==> config.mk <==
export PLATFORM = sky130hd
export DESIGN_NAME = spike_rate_decoder
export DESIGN_NICKNAME = d
export VERILOG_FILES = /design/src/rtl/spike_rate_decoder.sv
export SDC_FILE = /design/constraint.sdc
export NUM_CORES = 1
export LEC_CHECK = 0
export BUFFER_PORTS_ARGS = -buffer_cell sky130_fd_sc_hd__buf_2
export CAP_MARGIN = 15
export CORE_ASPECT_RATIO = 2
export CORE_MARGIN = 2
export CORE_UTILIZATION = 50
export DETAILED_ROUTE_END_ITERATION = 8
export GPL_ROUTABILITY_DRIVEN = 0
export PLACE_DENSITY = 0.68
export SLEW_MARGIN = 40
export SYNTH_ARGS = -nofsm -noshare
export SYNTH_HDL_FRONTEND = slang
export SYNTH_SLANG_ARGS = --single-unit
==> constraint.sdc <==
create_clock -name clk -period 3.83 [get_ports clk]
set_clock_uncertainty 0.15 [all_clocks]
set_input_delay 0.766 -clock clk [delete_from_list [all_inputs] [get_ports clk]]
set_output_delay 0.766 -clock clk [all_outputs]
set_load 0.01 [all_outputs]
==> src/rtl/spike_rate_decoder.sv <==
// spike_rate_decoder
//   Receive side of a neuron spike line. It synchronises the asynchronous
//   spike input and counts rising edges over a fixed window of WINDOW clk
//   cycles. At the end of each window it publishes the count on rate_out,
//   a saturation flag on overflow, and a 7-segment hex glyph on seg_out.
//   rate_valid pulses for one cycle each time these outputs update.
//
//   Optional feature: define SPIKE_GLITCH_FILTER_EN to require two
//   consecutive synchronised high cycles before a rising edge is counted.
//   Pulses shorter than two cycles are then ignored, and the increment
//   latency grows by one cycle.
module spike_rate_decoder #(
  parameter int unsigned WINDOW = 32'd10_000_000,
  parameter int unsigned CNT_W  = 32'd8
) (
  input  logic             clk,
  input  logic             rst,
  input  logic             spike_in,
  input  logic             enable,
  output logic [CNT_W-1:0] rate_out,
  output logic             rate_valid,
  output logic             overflow,
  output logic [7:0]       seg_out
);

  localparam int unsigned      WIN_W    = (WINDOW > 32'd1) ? $clog2(WINDOW) : 32'd1;
  localparam logic [WIN_W-1:0] WIN_LAST = WIN_W'(WINDOW - 32'd1);
  localparam logic [CNT_W-1:0] ACC_MAX  = {CNT_W{1'b1}};
  // The glyph decoder needs at least a nibble even when CNT_W < 4.
  localparam int unsigned      EXT_W    = (CNT_W > 32'd4) ? CNT_W : 32'd4;
  localparam logic [7:0]       SEG_ZERO = 8'h3F;

  typedef enum logic {
    IDLE = 1'b0,
    RUN  = 1'b1
  } state_e;

  // Build {dp,g,f,e,d,c,b,a}. Counts above 15 show 'F' with the dp lit.
  // A saturated window also lights the dp.
  function automatic logic [7:0] seg_encode(input logic [CNT_W-1:0] rate,
                                            input logic             ovf);
    logic [EXT_W-1:0] ext;
    logic [6:0]       glyph;
    logic             dp;
    ext = EXT_W'(rate);
    if (ext > EXT_W'(32'd15)) begin
      glyph = 7'h71;
      dp    = 1'b1;
    end else begin
      case (ext[3:0])
        4'h0:    glyph = 7'h3F;
        4'h1:    glyph = 7'h06;
        4'h2:    glyph = 7'h5B;
        4'h3:    glyph = 7'h4F;
        4'h4:    glyph = 7'h66;
        4'h5:    glyph = 7'h6D;
        4'h6:    glyph = 7'h7D;
        4'h7:    glyph = 7'h07;
        4'h8:    glyph = 7'h7F;
        4'h9:    glyph = 7'h6F;
        4'hA:    glyph = 7'h77;
        4'hB:    glyph = 7'h7C;
        4'hC:    glyph = 7'h39;
        4'hD:    glyph = 7'h5E;
        4'hE:    glyph = 7'h79;
        default: glyph = 7'h71;
      endcase
      dp = ovf;
    end
    return {dp, glyph};
  endfunction

  // Synchroniser and edge-history flops
  logic s1_q, s2_q, s3_q;
  logic edge_s;

  // State and datapath registers
  state_e           state_q, state_d;
  logic [WIN_W-1:0] win_cnt_q, win_cnt_d;
  logic [CNT_W-1:0] acc_q, acc_d;
  logic             ovf_pend_q, ovf_pend_d;
  logic [CNT_W-1:0] rate_q, rate_d;
  logic             ovf_q, ovf_d;
  logic             valid_q, valid_d;
  logic [7:0]       seg_q, seg_d;

  // Two-flop synchroniser followed by one history flop for edge detection
  always_ff @(posedge clk or posedge rst) begin
    if (rst) begin
      s1_q <= 1'b0;
      s2_q <= 1'b0;
      s3_q <= 1'b0;
    end else begin
      s1_q <= spike_in;
      s2_q <= s1_q;
      s3_q <= s2_q;
    end
  end

`ifdef SPIKE_GLITCH_FILTER_EN
  logic s4_q;

  // Extra history flop so that an edge needs two consecutive high samples
  always_ff @(posedge clk or posedge rst) begin
    if (rst) begin
      s4_q <= 1'b0;
    end else begin
      s4_q <= s3_q;
    end
  end

  assign edge_s = s2_q & s3_q & ~s4_q;
`else
  assign edge_s = s2_q & ~s3_q;
`endif

  // Measurement FSM state register
  always_ff @(posedge clk or posedge rst) begin
    if (rst) begin
      state_q <= IDLE;
    end else begin
      state_q <= state_d;
    end
  end

  // Window counter, accumulator, published result and display registers
  always_ff @(posedge clk or posedge rst) begin
    if (rst) begin
      win_cnt_q  <= '0;
      acc_q      <= '0;
      ovf_pend_q <= 1'b0;
      rate_q     <= '0;
      ovf_q      <= 1'b0;
      valid_q    <= 1'b0;
      seg_q      <= SEG_ZERO;
    end else begin
      win_cnt_q  <= win_cnt_d;
      acc_q      <= acc_d;
      ovf_pend_q <= ovf_pend_d;
      rate_q     <= rate_d;
      ovf_q      <= ovf_d;
      valid_q    <= valid_d;
      seg_q      <= seg_d;
    end
  end

  // Next-state logic: window sequencing, saturating count, result latch
  always_comb begin
    state_d    = state_q;
    win_cnt_d  = win_cnt_q;
    acc_d      = acc_q;
    ovf_pend_d = ovf_pend_q;
    rate_d     = rate_q;
    ovf_d      = ovf_q;
    valid_d    = 1'b0;

    case (state_q)
      IDLE: begin
        win_cnt_d  = '0;
        acc_d      = '0;
        ovf_pend_d = 1'b0;
        if (enable) begin
          state_d = RUN;
        end else begin
          state_d = IDLE;
        end
      end

      RUN: begin
        if (!enable) begin
          // The partial window is discarded and the published result is kept.
          state_d    = IDLE;
          win_cnt_d  = '0;
          acc_d      = '0;
          ovf_pend_d = 1'b0;
        end else begin
          state_d = RUN;
          if (edge_s) begin
            if (acc_q == ACC_MAX) begin
              acc_d      = acc_q;
              ovf_pend_d = 1'b1;
            end else begin
              acc_d      = acc_q + CNT_W'(1'b1);
              ovf_pend_d = ovf_pend_q;
            end
          end else begin
            acc_d      = acc_q;
            ovf_pend_d = ovf_pend_q;
          end

          if (win_cnt_q == WIN_LAST) begin
            // acc_d/ovf_pend_d already include an edge seen on the
            // terminal cycle, so that edge counts in the closing window.
            rate_d     = acc_d;
            ovf_d      = ovf_pend_d;
            valid_d    = 1'b1;
            acc_d      = '0;
            ovf_pend_d = 1'b0;
            win_cnt_d  = '0;
          end else begin
            win_cnt_d = win_cnt_q + WIN_W'(1'b1);
          end
        end
      end

      default: begin
        state_d    = IDLE;
        win_cnt_d  = '0;
        acc_d      = '0;
        ovf_pend_d = 1'b0;
      end
    endcase

    // The glyph is computed from the incoming values so that seg_out
    // changes on the same edge as rate_out.
    seg_d = seg_encode(rate_d, ovf_d);
  end

  assign rate_out   = rate_q;
  assign rate_valid = valid_q;
  assign overflow   = ovf_q;
  assign seg_out    = seg_q;

endmodule

==> summary.md <==
| Metric | Value |
|---|---|
| Area delta synth->final | `11.3%` |
| Cts bufs inserted | `5` |
| 1st-pass router iterations | `4` |
| Vias post-DR | `~2300` |
| Yosys warns | `0` |
| Die outline width | `approximately 58 um` |
| RSZ-0062 raised after global routing | `no` |
| Clock slew at reported path FFs | `~0.070 ns` |
| Initial detailed-routing violation count | `91` |
| Clk sink count | `between 50 and 60` |
| Gr usage total | `~22%` |
| CTS tree | `done` |
| Global-route wire length before repair | `11000 um` |
| Max-Cap Viols | `0` |
| CP Max Fanout | `22` |
| Final wirelength | `6670 um` |
| WS Path Type | `register to register` |
| CTS H-tree depth | `2` |
| Top FF cell, synth | `dfrtp_1` |
| Yosys top cell by area | `dfrtp_1` |
| Mapped cell area | `roughly 2900 um2` |
| Vias per cell | `around 6.1` |
| Power Total | `around 1.1 mW` |
| Pre-CTS setup slack | `around 0.33 ns` |
| Most frequent cell after synthesis | `dfrtp_1` |
| Final period util | `approximately 95%` |
| Tightest Hold Check Type | `register to register` |
| Worst EP arrival | `approximately 3.7 ns` |
| Seq/Total Area, Yosys | `47.9%` |
| Min cycle time layout | `3.63 ns` |
| Syn Area/Cell | `around 9.7 um2` |
| FF+latch count, synth | `55` |
| Yosys cell types | `48` |
| Startpoint type of the worst setup path | `register` |
| Die Y | `between 100 and 150 um` |
| Worst-Skew Late Latency | `between 0.2 and 0.3 ns` |
| P per Cell Area | `roughly 330 nW/um2` |
| Final Util | `a little under three fifths` |
| Remaining antenna violation count | `0` |
| Most common library cells after synthesis | `dfrtp_1 (49), nor2_1 (40), nand2_1 (27)` |
| Syn Nets | `a little over 300` |
| DR DRC count | `0` |
| Final nets | `334` |
| Top-area cell type share of the netlist area | `around 42%` |
| Post-CTS setup buffers | `0` |
| Die area | `about 6400 um2` |
| Largest net degree at the start of global routing | `52` |
| Synth top area cells | `dfrtp_1 (42%), dfstp_2 (5.5%), nor2_1 (5.2%)` |
| Relative slew slack | `~50%` |
| Avg WL per Cell | `between 15 and 20 um` |
| Cell count after synthesis | `approximately 300` |
| Ant diodes | `0` |
| Final instance area | `between 3000 and 4000 um2` |
| Leakage | `1.42 nW` |
| Port bufs | `21` |
| CP required | `3.92 ns` |
| Rows | `39` |
| Overflow after GRT | `0` |
| Nature of the critical path endpoint | `register` |
| Fin Setup TNS | `0 ns` |
| Slew @ Worst Pin | `roughly 0.74 ns` |
| Placed instance area | `around 3000 um2` |
| Initial antenna violation count | `0` |
| Vias in the first global route | `around 2300` |
| Core area | `approximately 5700 um2` |
| EDFF count, synth | `0` |
| Layout cell share with drive strength beyond 1 | `~15%` |
| Initial Util | `about 51%` |
| Top-Level Pins | `22` |
| Setup ws final | `slightly above 0.2 ns` |
| Final Max Slew Viols | `0` |
| Async SR Flop Fraction | `100%` |
| Maximum root-to-sink buffer count | `2` |
| Peak supply drop | `around 0.28 mV` |
| Final setup viols | `0` |
| Clock root buffer | `clkbuf_16` |
| Fmax | `~280 MHz` |
| Outcome | `finished clean` |
| Hpwl dp | `~5000 um` |
| Hold Vio Cnt, Final | `0` |
-- registers in the layout, indices dropped and copies added (netlist names) --
signal	flops
acc_q	8
overflow	1
ovf_pend_q	1
rate_out	8
rate_valid	1
s1_q	1
s2_q	1
s3_q	1
seg_out	8
state_q	1
win_cnt_q	24
-- per-stage QoR --
stage,hold WS [ns],std cells
final,0.202,384
after global routing,0.208,384
after CTS,0.205,384
after detailed placement,0.190,376
after global placement,0.182,376
after floorplan,0.181,299
-- cell families after synthesis --
logic type,count (synthesis),share of synthesized area [%]
flops,55,47.9
mux,6,2.08
fa+ha+maj,8,3.46
simple gates,135,25.0
compound gates,54,12.5
xor+xnor,21,6.36
buf+inv,20,2.73
-- report_power, final --
group          total, mW  internal [mW]  switching [mW]
Sequential         0.588          0.584         0.00305
Combinational     0.0313        0.00800          0.0233
Clock              0.442          0.244           0.198
Total               1.06          0.836           0.225
-- critical path, cell delays in order (launching register included) --
cell	delay [ns]
dfrtp_1	0.41
ha_1	0.26
and4_1	0.22
nand4_1	0.27
or2_4	0.42
o21ai_0	0.53
inv_1	0.18
ha_1	0.30
mux2i_1	0.16
nor2_1	0.05
a31oi_1	0.15
nor2_1	0.05
a41oi_1	0.22
a31o_2	0.20
-- timing repair --
action                     4_1_cts  5_1_grt
setup endpoints to repair        0        1
hold buffers                     0        0
hold endpoints to repair         0        0
resized for setup                0        1
-- final cells by class --
| class | count | area, um2 |
|---|---|---|
| clock buffers | 8 | 136 |
| well taps | 61 | 76.3 |
| flip-flops and latches | 55 | 1380 |
| multi-input cells | 224 | 1440 |
| repair buffers | 26 | 143 |
| inverters | 10 | 40.0 |
| fillers | 532 | 2440 |
-- layer usage --
| metal | wire (um) | GRT usage, % | vias up | share of wire [%] |
|---|---|---|---|---|
| li1 | - | - | 1106 | - |
| met1 | 2390 | 23.2 | 1127 | 36 |
| met2 | 3670 | 39.5 | 72 | 55 |
| met3 | 234 | 3.48 | 30 | 3.5 |
| met4 | 383 | 14.3 | 0 | 5.7 |
| met5 | 0 | 0 | - | 0 |
-- final timing paths --
path                         startpoint    endpoint  slack [ns]  depth (start not counted)
setup / recovery           win_cnt_q[0]  seg_out[0]        0.20                         13
hold / removal                     s1_q        s2_q        0.20                          0
setup reg to reg           win_cnt_q[0]  seg_out[0]        0.20                         13
hold reg to reg                    s1_q        s2_q        0.20                          0
max in group asynchronous           rst  seg_out[5]        2.50                          3
min in group asynchronous           rst    acc_q[5]        0.40                          2
-- layout by cell type, fill, tap and decap left out, drive strengths merged, types with 6 or more instances in the layout --
cell type	count
clkbuf	8
nand4	11
xor2	16
nand3	15
inv	10
o211ai	6
a21oi	8
nor2	40
o21ai	20
dfstp	6
dfrtp	49
nor3	9
mux2i	6
buf	26
and3	10
nand2	27
ha	8
(Power assumes the default switching activity.)
